File: src/rtl/sc_road_engine.sv
// Road-fighter playfield engine: scrolls a ROWS x COLS environment, steers a one-hot car on
// row 0, and tracks collision, score, level and game state behind a flattened frame bus.
module sc_road_engine #(
   parameter int ROWS       = 8,
   parameter int COLS       = 8,
   parameter int SCORE_W    = 8,
   parameter int LVL1_SCORE = 16,
   parameter int LVL2_SCORE = 32,
   parameter int WIN_SCORE  = 64,
   parameter int TICK_L0    = 25000000,
   parameter int TICK_L1    = 12500000,
   parameter int TICK_L2    = 6250000
) (
   input  logic                 SC_ROAD_ENGINE_CLOCK_50,
   input  logic                 SC_ROAD_ENGINE_RESET_InLow,
   input  logic                 SC_ROAD_ENGINE_START_In,
   input  logic                 SC_ROAD_ENGINE_LEFT_In,
   input  logic                 SC_ROAD_ENGINE_RIGHT_In,
   input  logic [COLS-1:0]      SC_ROAD_ENGINE_ROWGEN_InBus,
   output logic [ROWS*COLS-1:0] SC_ROAD_ENGINE_FRAME_OutBus,
   output logic                 SC_ROAD_ENGINE_SCROLL_Out,
   output logic [1:0]           SC_ROAD_ENGINE_STATE_OutBus,
   output logic [1:0]           SC_ROAD_ENGINE_LEVEL_OutBus,
   output logic [SCORE_W-1:0]   SC_ROAD_ENGINE_SCORE_OutBus
);

   localparam int TICK_MAX01 = (TICK_L0 > TICK_L1) ? TICK_L0 : TICK_L1;
   localparam int TICK_MAX   = (TICK_MAX01 > TICK_L2) ? TICK_MAX01 : TICK_L2;
   localparam int TICK_W     = $clog2(TICK_MAX);
   localparam logic [COLS-1:0] CAR_CTR = {{(COLS-1){1'b0}}, 1'b1} << (COLS/2);

   typedef enum logic [1:0] {
      ST_IDLE = 2'b00,
      ST_PLAY = 2'b01,
      ST_LOSE = 2'b10,
      ST_WIN  = 2'b11
   } state_t;

   function automatic logic [1:0] level_of(input logic [SCORE_W-1:0] score);
      logic [1:0] lv;
      if (score < SCORE_W'(LVL1_SCORE)) begin
         lv = 2'd0;
      end else if (score < SCORE_W'(LVL2_SCORE)) begin
         lv = 2'd1;
      end else begin
         lv = 2'd2;
      end
      return lv;
   endfunction

   function automatic logic [TICK_W-1:0] last_tick(input logic [1:0] lv);
      logic [TICK_W-1:0] lt;
      case (lv)
         2'd0:    lt = TICK_W'(TICK_L0 - 1);
         2'd1:    lt = TICK_W'(TICK_L1 - 1);
         default: lt = TICK_W'(TICK_L2 - 1);
      endcase
      return lt;
   endfunction

   state_t                      r_state;
   logic [ROWS-1:0][COLS-1:0]   r_env;
   logic [COLS-1:0]             r_car;
   logic [SCORE_W-1:0]          r_score;
   logic [TICK_W-1:0]           r_tick;
   logic                        r_scroll;
   logic                        r_start_q, r_start_prev;
   logic                        r_left_q, r_left_prev;
   logic                        r_right_q, r_right_prev;

   state_t                      w_state_nxt;
   logic [ROWS-1:0][COLS-1:0]   w_env_nxt;
   logic [COLS-1:0]             w_car_nxt;
   logic [SCORE_W-1:0]          w_score_nxt;
   logic [TICK_W-1:0]           w_tick_nxt;
   logic                        w_scroll_nxt;
   logic                        w_start_edge, w_left_edge, w_right_edge;
   logic                        w_hit, w_win;
   logic [ROWS*COLS-1:0]        w_car_ext;

   assign w_start_edge = r_start_q & ~r_start_prev;
   assign w_left_edge  = r_left_q  & ~r_left_prev;
   assign w_right_edge = r_right_q & ~r_right_prev;
   assign w_hit        = |(r_env[0] & r_car);
   assign w_win        = (r_score == SCORE_W'(WIN_SCORE));

   // Button sample and previous-value registers; resetting to 1 hides a button held through reset.
   always_ff @(posedge SC_ROAD_ENGINE_CLOCK_50 or negedge SC_ROAD_ENGINE_RESET_InLow) begin
      if (!SC_ROAD_ENGINE_RESET_InLow) begin
         r_start_q    <= 1'b1;
         r_start_prev <= 1'b1;
         r_left_q     <= 1'b1;
         r_left_prev  <= 1'b1;
         r_right_q    <= 1'b1;
         r_right_prev <= 1'b1;
      end else begin
         r_start_q    <= SC_ROAD_ENGINE_START_In;
         r_start_prev <= r_start_q;
         r_left_q     <= SC_ROAD_ENGINE_LEFT_In;
         r_left_prev  <= r_left_q;
         r_right_q    <= SC_ROAD_ENGINE_RIGHT_In;
         r_right_prev <= r_right_q;
      end
   end

   // Game FSM next-state, playfield shift, car movement and tick counting.
   always_comb begin
      w_state_nxt = r_state;
      w_env_nxt   = r_env;
      w_car_nxt   = r_car;
      w_score_nxt = r_score;
      w_tick_nxt  = r_tick;
      case (r_state)
         ST_IDLE: begin
            w_env_nxt   = {(ROWS*COLS){1'b0}};
            w_car_nxt   = CAR_CTR;
            w_score_nxt = {SCORE_W{1'b0}};
            w_tick_nxt  = {TICK_W{1'b0}};
            if (w_start_edge) begin
               w_state_nxt = ST_PLAY;
            end else begin
               w_state_nxt = ST_IDLE;
            end
         end
         ST_PLAY: begin
            // r_scroll mirrors (tick >= P-1) for this cycle, so it doubles as the scroll strobe
            if (r_scroll) begin
               w_tick_nxt  = {TICK_W{1'b0}};
               w_score_nxt = r_score + {{(SCORE_W-1){1'b0}}, 1'b1};
               for (int k = 0; k < ROWS-1; k++) begin
                  w_env_nxt[k] = r_env[k+1];
               end
               w_env_nxt[ROWS-1] = SC_ROAD_ENGINE_ROWGEN_InBus;
            end else begin
               w_tick_nxt = r_tick + {{(TICK_W-1){1'b0}}, 1'b1};
            end
            if (w_left_edge && !w_right_edge && !r_car[COLS-1]) begin
               w_car_nxt = {r_car[COLS-2:0], 1'b0};
            end else if (w_right_edge && !w_left_edge && !r_car[0]) begin
               w_car_nxt = {1'b0, r_car[COLS-1:1]};
            end else begin
               w_car_nxt = r_car;
            end
            if (w_hit) begin
               w_state_nxt = ST_LOSE;
            end else if (w_win) begin
               w_state_nxt = ST_WIN;
            end else begin
               w_state_nxt = ST_PLAY;
            end
         end
         ST_LOSE, ST_WIN: begin
            if (w_start_edge) begin
               w_env_nxt   = {(ROWS*COLS){1'b0}};
               w_car_nxt   = CAR_CTR;
               w_score_nxt = {SCORE_W{1'b0}};
               w_tick_nxt  = {TICK_W{1'b0}};
               w_state_nxt = ST_PLAY;
            end else begin
               w_state_nxt = r_state;
            end
         end
         default: begin
            w_state_nxt = ST_IDLE;
         end
      endcase
   end

   // Scroll strobe is precomputed from next-cycle state so the output can be a plain flop.
   assign w_scroll_nxt = (w_state_nxt == ST_PLAY) &&
                         (w_tick_nxt >= last_tick(level_of(w_score_nxt)));

   // Game state registers.
   always_ff @(posedge SC_ROAD_ENGINE_CLOCK_50 or negedge SC_ROAD_ENGINE_RESET_InLow) begin
      if (!SC_ROAD_ENGINE_RESET_InLow) begin
         r_state  <= ST_IDLE;
         r_env    <= {(ROWS*COLS){1'b0}};
         r_car    <= CAR_CTR;
         r_score  <= {SCORE_W{1'b0}};
         r_tick   <= {TICK_W{1'b0}};
         r_scroll <= 1'b0;
      end else begin
         r_state  <= w_state_nxt;
         r_env    <= w_env_nxt;
         r_car    <= w_car_nxt;
         r_score  <= w_score_nxt;
         r_tick   <= w_tick_nxt;
         r_scroll <= w_scroll_nxt;
      end
   end

   assign w_car_ext                   = {{((ROWS-1)*COLS){1'b0}}, r_car};
   assign SC_ROAD_ENGINE_FRAME_OutBus = r_env | w_car_ext;
   assign SC_ROAD_ENGINE_SCROLL_Out   = r_scroll;
   assign SC_ROAD_ENGINE_STATE_OutBus = r_state;
   assign SC_ROAD_ENGINE_LEVEL_OutBus = level_of(r_score);
   assign SC_ROAD_ENGINE_SCORE_OutBus = r_score;

endmodule

File: config.mk
export PLATFORM = sky130hd
export DESIGN_NAME = sc_road_engine
export DESIGN_NICKNAME = d
export VERILOG_FILES = /design/src/rtl/sc_road_engine.sv
export SDC_FILE = /design/constraint.sdc
export NUM_CORES = 1
export LEC_CHECK = 0
export ABC_AREA = 1
export CORE_MARGIN = 2
export CORE_UTILIZATION = 31
export CTS_BUF_LIST = sky130_fd_sc_hd__clkbuf_8
export CTS_CLUSTER_SIZE = 30
export DETAILED_ROUTE_END_ITERATION = 7
export GPL_TIMING_DRIVEN = 0
export SYNTH_ARGS = -nofsm -noshare
export SYNTH_HDL_FRONTEND = slang
export SYNTH_SLANG_ARGS = --single-unit
File: constraint.sdc
create_clock -name SC_ROAD_ENGINE_CLOCK_50 -period 3.4 [get_ports SC_ROAD_ENGINE_CLOCK_50]
set_input_delay 0.68 -clock SC_ROAD_ENGINE_CLOCK_50 [delete_from_list [all_inputs] [get_ports SC_ROAD_ENGINE_CLOCK_50]]
set_output_delay 0.68 -clock SC_ROAD_ENGINE_CLOCK_50 [all_outputs]
set_load 0.005 [all_outputs]
======== Word-level counts from Yosys, hierarchy flattened ========
Index checks and enable logic that the tools add are counted.
word-level totals
  flip-flop bits (word level) ............. 114
  latch bits .............................. 0
  bits in writable memories ............... 0
  memory bits (read-only) ................. 0
  bits of input ports ..................... 13
  output and inout port bits .............. 77
  logic and storage cells ................. 81
  memories kept ........................... 0
operators by class
  $add $sub $neg .......................... 2
  multipliers ............................. 0
  divide/modulo/power cells ............... 0
  magnitude comparators ................... 5
  eq/ne operators ......................... 9
  shifts and indexed selects .............. 0
  mux-type cells .......................... 23
  bitwise logic cells ..................... 8
  reductions and logical operators ........ 15
operators with widths
  cell                   number
  $pmux 64 s3            1
  $mux 64                2
  $pmux 25 s3            1
  $or 64x8->64           1
  $mux 25                2
  $pmux 25 s2            1
  $pmux 8 s3             2
  $mux 8                 5
  $add 25x1->25 const B  1
  $ge 25x25->1           1
  $lt 8x5->1 const B     2
  $lt 8x6->1 const B     2
  $mux 2                 7
  $add 8x1->8 const B    1
  $and 8x8->8            1
  $eq 8x7->1 const B     1
  $reduce_or 8->1        1
  $eq 2x1->1 const B     3
  $pmux 2 s3             1
  $logic_and 1x1->1      5
  $eq 2x2->1 const B     2
  $logic_not 1->1        4
  $logic_not 2->1        2
  $ne 2x2->1 const B     2
  6 further kinds        11

======== Longest topological paths before layout ========
Gate-level depths: netlist (run 1).
  depth after elaboration ................. 11
  mapped depth ............................ 23
  gate-level depth less buffers ........... 23

======== Worst setup path before layout (run 1) ========
OpenSTA, ideal clock, no wires.
  path kind ............................... register to register
  from .................................... register r_score[0] (netlist: SC_ROAD_ENGINE_SCORE_OutBus[0])
  to ...................................... register r_scroll (netlist: SC_ROAD_ENGINE_SCROLL_Out)
  library setup time ...................... 73 ps
  arrival ................................. 2558 ps
  data required time ...................... 3327 ps
  setup slack ............................. 769 ps
  stages on the path, launching flop included .. 24
  buffers on the path ..................... 0
  period minus slack after synthesis ...... 2631 ps
  path through ............................ dfrtp_1 ha_1 inv_1 nor3_2 nand2_1 clkinv_1 nand3_1 nand3_1 o21ai_2 nor2_2 inv_2 nor2_4 inv_2 nor2_4 inv_2 ha_1 nand2_1 nor2_1 nand4_1 nor2_1 nand4_1 nor2_1 nor2_1 a21oi_2
between the ends
  longest elaborated chain between the ends .. 10
  elaborated cells on any way between the ends .. 18
  those cells by class .................... add/sub (1); order compare (3); eq/ne (3); mux (9); reduce/logical (2)
ends and longest elaborated chain
  element                                               line  text
  from (decl)                                           64    logic [SCORE_W-1:0] r_score;
  from (signal assigned)                                179   r_score <= {SCORE_W{1'b0}};
  from (signal assigned)                                186   r_score <= w_score_nxt;
  $add 8x1->8 *                                         129   w_score_nxt = r_score + {{(SCORE_W-1){1'b0}}, 1'b1};
  $mux 8 *                                              127   if (r_scroll) begin
  $pmux 8 s3 *                                          113   case (r_state)
  via w_score_nxt[6]                                    74    logic [SCORE_W-1:0] w_score_nxt;
  $lt 8x6->1                                            43    end else if (score < SCORE_W'(LVL2_SCORE)) begin
  $mux 2                                                43
  $mux 2 *                                              41    if (score < SCORE_W'(LVL1_SCORE)) begin
  $eq 2x1->1 / $logic_not 2->1 (equally long branches)  53    case (lv)
  $pmux 25 s2 *                                         53
  $ge 25x25->1 *                                        171   (w_tick_nxt >= last_tick(level_of(w_score_nxt)));
  $logic_and 1x1->1 *                                   170   assign w_scroll_nxt = (w_state_nxt == ST_PLAY) &&
  via w_scroll_nxt                                      76    logic w_scroll_nxt;
  to (signal assigned)                                  188   r_scroll <= w_scroll_nxt;
  to (decl)                                             66    logic r_scroll;
Mark *: on every way through the listed nets, which the timed path passes. The rest lies on a longest branch.
A chain may end at the register's enable or synchronous reset.

======== Final worst setup path (run 1) ========
  from .................................... register r_score[1] (netlist: SC_ROAD_ENGINE_SCORE_OutBus[1])
  to ...................................... register r_scroll (netlist: SC_ROAD_ENGINE_SCROLL_Out)
Same word-level chain as after synthesis.

==> out/qor.yml, run 1 <==
max_cap_violations: 0
synth_seq_cells: 114
antenna_cells: 0
top_usage_layer: "met2"
cts_tree: "built"
grt_pass1_vias: 4799
vdd_drop_max_mv: 0.258
dr.pass1.iters: 5
p_switching_mw: 0.936
numPortBuffers: 89
worstMarginPinSlew_ps: 616
numClockSinks: 114
synth_cells: 730
core-area_sq_mm: 0.0193
viasPerCell: 4.56
ys_types: 40
start_util_pct: 31.5
synth_top_family_by_area: "simple AND/OR/NAND/NOR gates"
clkLatencyLatePin_ps: 450
power_frac_comb_pct: 12.1
synthesis.area_sq_mm: 0.00608
area_growth_syn_to_layout_pct: 27.6
critPathLaunchType: "flip-flop"
htree_levels: 4
holdWs_ps: 115
synth_compound_area_share_pct: 13.2
grt_overflow: 0
drive_gt1_share_pct: 18.3
status: "completed"
synth.area.mux_share_pct: 0
fmax_mhz: 322
worst_slack_ps: 297
gp_congestion: 0.894
synth.area.top_cells: "dfrtp_1 (44%), inv_1 (7.5%), nand2_1 (7.1%)"
io_pins: 90
drv_slew: 0
grt_use_met3_pct: 2.72
cts_root_buf: "clkbuf_8"
seq_power_share_pct: 46.7
num_vias: 5098
cts_hold_buf: 0
cts_buffer_depth: 2
placement_rows: 51
synth_nets: 759
slew_headroom_pct: 58.9
synthFlopType: "dfrtp_1"
synth-edff-count: 0
post-route-period-util_pct: 91.3
track_usage_pct: 15.6
grt_max_degree: 84
hold_viol_final: 0
yosys.area_share.adder_pct: 3.29
synth_sequential_area_ratio_pct: 47.0
path_class: "flip-flop to flip-flop"
path_common_cell: "nand2_1"
finalClockSkew_ps: 16.2
synthSimpleGateAreaFrac_pct: 19.6
drtIter0Drc: 310
rsz0062_at_grt: "false"
cts_buffers: 17
critPathCaptureType: "flip-flop"
period_needed_ps: 3100
synth.most_common_cell: "inv_1"
layout.nets: 868
routedWlPerCell_um: 13.9
reg2regPathDepth: 23
worstPathArrival_ps: 3420
drtAntennaViolNets: 0
syn_area_per_cell_sq_um: 8.34
p_leak_nw: 3.55
drc: 0
netlist.area_leader.share_pct: 44.0
p_int_mw: 2.24
crit_fanout: 5
ys_warn_count: 0
p_per_area_mw_per_mm2: 409
swShare_pct: 29.5
crit_chain: "ha_1 -> inv_1 -> nor3_4 -> nand2_1 -> clkinv_1 -> nand3_1 -> nand3_1 -> o21ai_2 -> nor2_2 -> inv_2 -> nor2_4 -> inv_2 -> nor2_4 -> inv_2 -> ha_1 -> nand2_2 -> nor2_1 -> a211oi_1 -> nand2_1 -> inv_1 -> nand2_1 -> nand2_1 -> a21oi_2"
met2_usage_pct: 24.4
die_w_um: 144
netlist_top_cells_count: "inv_1 (122), nand2_1 (115), dfrtp_1 (107)"
synth_area_leader_cell: "dfrtp_1"
place_ws_ps: 163
hold_path_class: "input port to async pin"
grt_antenna_before_repair: 0
synth_xor_area_share_pct: 0.144
dieArea_sq_mm: 0.0208
finalSetupViolCount: 0
slowest_delay_ps: 400
cts.clk_slew.worst_paths_ps: 70
wirelength_um: 15500
die_h_um: 144
dpl.hpwl_um: 11700
required_ps: 3720
grt_pass1_wl_um: 25000
gr-usage-met1_pct: 21.6
async_flop_share_pct: 100
clockPowerShare_pct: 41.1
slowest_stage: "dfrtp_1"
-- stage by stage --
| stage | utilization [%] | setup TNS (ps) | instance area, sq um | power [mW] | cells |
|---|---|---|---|---|---|
| 6_report | 40.1 | 0 | 7760 | 3.17 | 1117 |
| 3_5_place_dp | 37.9 | 0 | 7340 | 1.89 | 1085 |
| 2_1_floorplan | - | 0 | 6080 | 1.74 | 730 |
| 3_3_place_gp | 37.8 | -321820 | 7310 | 1.88 | 1084 |
| 5_1_grt | 40.1 | 0 | 7760 | 3.32 | 1117 |
| 4_1_cts | 40.0 | 0 | 7740 | 3.20 | 1117 |
-- area by class of cell --
| cell class | count | area [sq um] |
|---|---|---|
| fillers | 1948 | 11600 |
| flip-flops and latches | 114 | 2860 |
| multi-input cells | 405 | 2220 |
| repair buffers | 90 | 920 |
| plain buffers | 76 | 515 |
| inverters | 135 | 507 |
| well taps | 265 | 332 |
| clock buffers | 17 | 234 |
| clock inverters | 15 | 168 |
-- sequential cells by signal, indices dropped and copies added (netlist names) --
| name | flops |
|---|---|
| r_right_q | 1 |
| SC_ROAD_ENGINE_SCORE_OutBus | 8 |
| r_left_prev | 1 |
| r_start_prev | 1 |
| r_env | 64 |
| SC_ROAD_ENGINE_SCROLL_Out | 1 |
| r_right_prev | 1 |
| r_left_q | 1 |
| SC_ROAD_ENGINE_STATE_OutBus | 2 |
| r_start_q | 1 |
| r_tick | 25 |
| r_car | 8 |
-- per-layer routing --
metal | routed length [um] | up-vias | part of all wire, %
met5 | 0 | - | 0
met4 | 242 | 0 | 1.6
met3 | 781 | 18 | 5.0
met2 | 7020 | 133 | 45
met1 | 7450 | 2391 | 48
li1 | - | 2556 | -
-- power groups by stage --
stage	sequential [mW]	clock, mW	combinational [mW]
after global routing	1.49	1.39	0.440
after CTS	1.48	1.33	0.389
after detailed placement	1.51	0	0.388
after floorplan	1.49	0	0.242
after global placement	1.51	0	0.377
final	1.48	1.30	0.385
-- final timing paths --
| kind | from | endpoint | slack [ps] |
|---|---|---|---|
| min in group SC_ROAD_ENGINE_CLOCK_50 | r_left_q$_DFF_PN1_ | r_left_prev$_DFF_PN1_ | 370 |
| worst min register to register | r_left_q$_DFF_PN1_ | r_left_prev$_DFF_PN1_ | 370 |
| max in group asynchronous | SC_ROAD_ENGINE_RESET_InLow | r_tick[12]$_DFF_PN0_ | 2590 |
| worst max register to register | SC_ROAD_ENGINE_SCORE_OutBus[1]$_DFFE_PN0P_ | SC_ROAD_ENGINE_SCROLL_Out$_DFF_PN0_ | 300 |
| worst max-delay path | SC_ROAD_ENGINE_SCORE_OutBus[1]$_DFFE_PN0P_ | SC_ROAD_ENGINE_SCROLL_Out$_DFF_PN0_ | 300 |
| worst min-delay path | SC_ROAD_ENGINE_RESET_InLow | r_env[5]$_DFFE_PN0P_ | 110 |
-- what timing repair did --
action / in CTS / in global routing
setup buffers: 0 / 0
gates resized for setup: 0 / 8
endpoints found under the setup margin: 0 / 1
-- cells by family after synthesis --
group / Yosys count
AOI/OAI and AO/OA: 133
buffers and inverters: 211
and+or+nand+nor: 255
DFF: 114
xor gates and xnor gates: 1
adders and majority gates: 16
-- placed cells by master, fill, tap and decap left out, drive strengths merged, types with 2 or more instances in the layout --
cell           count
clkdlybuf4s50     88
o2111ai            2
o21ai             39
nor2              59
a21oi             13
o22ai             64
nand4              8
nand3             48
nor4               2
buf               71
inv              141
dfstp              7
bufinv             2
o31ai              3
ha                16
o21bai             3
nand2            125
a211oi             2
dfrtp            107
nor3              11
a32o               2
clkbuf            24
clkinv             6
-- critical path: cells and delay by family, from the launching register on --
kind            cells  cell delay [ps]
compound gates      3              360
fa+ha+maj           2              470
buf+inv             6              460
flops               1              400
simple gates       12             1310
Note: power is estimated with default switching activity, not from simulation.
==> run 2: changes to the inputs <==
Settings changed: CORE_ASPECT_RATIO from default to 1.25.
==> run 2 against run 1 <==
Clock skew is 0.69 ps lower. Worst setup slack worse by 19 ps. Global-route usage is 0.28 points higher. First-iteration DRC count is 21% lower. Clock power hardly changed. Via count is 0.77% higher. Core utilization hardly changed. Non-clock buffer count is 2 higher. Cell area stayed put. Die area hardly changed. Largest power group unchanged.
==> out/qor.yml, run 2 (same netlist as run 1, synthesis figures left out) <==
crit_path_start: "SC_ROAD_ENGINE_SCORE_OutBus[1]$_DFFE_PN0P_"
setup_tns_ps: 0  # unchanged
grt_max_degree: 82  # -2.4%
reg2regPathDepth: 23  # unchanged
finalSetupViolCount: 0  # unchanged
worstMarginPinSlew_ps: 658  # +42.0 ps
status: "completed"
drc: 0  # unchanged
gp_congestion: 0.944  # +5.6%
die_w_um: 129  # -10%
hold_viol_final: 0  # unchanged
viasPerCell: 4.59  # +0.58%
grt_pass1_wl_um: 25800  # +3.3%
htree_levels: 4  # unchanged
placement_rows: 57  # +12%
cts_buffer_depth: 2  # unchanged
crit_fanout: 5  # unchanged
area_growth_syn_to_layout_pct: 27.6  # unchanged
required_ps: 3760  # +40 ps
final_cell_mix: "inv_1 (123), nand2_1 (115), dfrtp_1 (107)"
layout.nets: 870  # +0.23%
place_ws_ps: 134  # -28.1 ps
cts_root_buf: "clkbuf_8"
clkLatencyLatePin_ps: 440  # about the same
max_cap_violations: 0  # unchanged
reg_top3: "r_env (64), r_tick (25)"
dp_cells: 1085  # unchanged
p_per_area_mw_per_mm2: 405  # -1.0%
cts_tree: "built"
dr.pass1.iters: 4  # -1
rsz0062_at_grt: "false"
reg2reg_slack_ps: 280  # -20 ps
cts_buffers: 17  # unchanged
worstPathArrival_ps: 3480  # +60 ps
cts.clk_slew.worst_paths_ps: 80  # about the same
drtAntennaViolNets: 0  # unchanged
r2r-start: "SC_ROAD_ENGINE_SCORE_OutBus[1]$_DFFE_PN0P_"
largest_register_ffs: 64  # unchanged
drive_gt1_share_pct: 18.3  # -0.043 points
numPortBuffers: 89  # unchanged
grt_pass1_vias: 5149  # +7.3%
grt_overflow: 0  # unchanged
slew_headroom_pct: 56.1  # -2.8 points
die_h_um: 161  # +11%
io_pins: 90  # unchanged
hold_path_class: "input port to async pin"
cts_hold_buf: 0  # unchanged
track_usage_pct: 15.9  # +0.28 points
worstSetupEndpoint: "SC_ROAD_ENGINE_SCROLL_Out$_DFF_PN0_"
finalClockSkew_ps: 15.5  # -0.691 ps
core-area_sq_mm: 0.0193  # about the same
p_leak_nw: 3.55  # +0.14%
post-route-period-util_pct: 91.8  # +0.57 points
layout_commonest_cell: "inv_1"
numClockSinks: 114  # unchanged
critPathLaunchType: "flip-flop"
holdWs_ps: 118  # +3.41 ps
grt_antenna_before_repair: 0  # unchanged
fmax_mhz: 320  # -0.62%
path_class: "flip-flop to flip-flop"
period_needed_ps: 3120  # +19.5 ps
antenna_cells: 0  # unchanged
p_total_mw: 3.14  # -1.0%
wirelength_um: 16000  # +3.1%
num_vias: 5137  # +0.77%
routedWlPerCell_um: 14.3  # +3.0%
worst_slack_ps: 278  # -19.5 ps
start_util_pct: 31.5  # about the same
vdd_drop_max_mv: 0.256  # -0.81%
fillers: 1990  # +2.2%
dpl.hpwl_um: 12300  # +5.4%
critPathCaptureType: "flip-flop"
drtIter0Drc: 244  # -21%
r2r-end: "SC_ROAD_ENGINE_SCROLL_Out$_DFF_PN0_"
dieArea_sq_mm: 0.0208  # about the same
drv_slew: 0  # unchanged
top_register: "r_env"
fin_cells: 1119  # +0.18%
[run 2: critical path: stages (launching register included)]
cell and delay, ps:
dfrtp_1 400, ha_1 190, inv_1 80, nor3_4 220, nand2_1 90, clkinv_1 60
nand3_1 60, nand3_1 100, o21ai_2 70, nor2_2 110, inv_2 50, nor2_4 100
inv_2 120, nor2_4 160, inv_2 70, ha_1 270, nand2_1 100, nor2_2 180
nand4_1 110, nor2_1 110, nand4_1 110, nor2_1 110, nor2_1 50, a21oi_2 110
[run 2: how the worst min path moves through the flow]
stage	end	from
floorplan	r_left_prev$_DFF_PN1_	r_left_q$_DFF_PN1_
global placement	r_right_prev$_DFF_PN1_	r_right_q$_DFF_PN1_
detailed placement	r_right_prev$_DFF_PN1_	r_right_q$_DFF_PN1_
CTS	r_env[18]$_DFFE_PN0P_	SC_ROAD_ENGINE_RESET_InLow
global route	r_env[18]$_DFFE_PN0P_	SC_ROAD_ENGINE_RESET_InLow
finish	r_env[18]$_DFFE_PN0P_	SC_ROAD_ENGINE_RESET_InLow
[run 2: cell type report]
cell class	count	area [sq um]	area share, %
plain buffers	76	515	6.64
clock buffers	17	234	3.01
clock inverters	15	159	2.05
inverters	135	507	6.53
multi-input cells	405	2220	28.6
flip-flops and latches	114	2860	36.9
well taps	265	332	4.27
repair buffers	92	935	12.0
[run 2: repair_timing]
action,in CTS,in global routing
buffers inserted,0,2
setup endpoints to repair,0,1
endpoints found under the hold margin,0,0
gates resized for setup,0,6
[run 2: report_power, final]
part | leakage, nW | internal [mW] | switching, mW
clock network | 0.199 | 0.658 | 0.620
registers | 1.55 | 1.42 | 0.0583
logic | 1.81 | 0.145 | 0.235
total | 3.55 | 2.23 | 0.914
[run 2: metrics by stage]
step                      instance area (sq um)  utilization (%)
after floorplan                            6080                -
after global placement                     7310             37.8
after detailed placement                   7340             38.0
after CTS                                  7730             40.0
after global routing                       7760             40.2
final                                      7760             40.2
[run 2: metal layers]
layer | vias to the layer above | global-route usage [%] | part of all wire (%)
li1 | 2565 | - | -
met1 | 2445 | 18.8 | 42
met2 | 109 | 29.0 | 52
met3 | 18 | 2.73 | 3.8
met4 | 0 | 4.74 | 1.9
met5 | - | 0 | 0
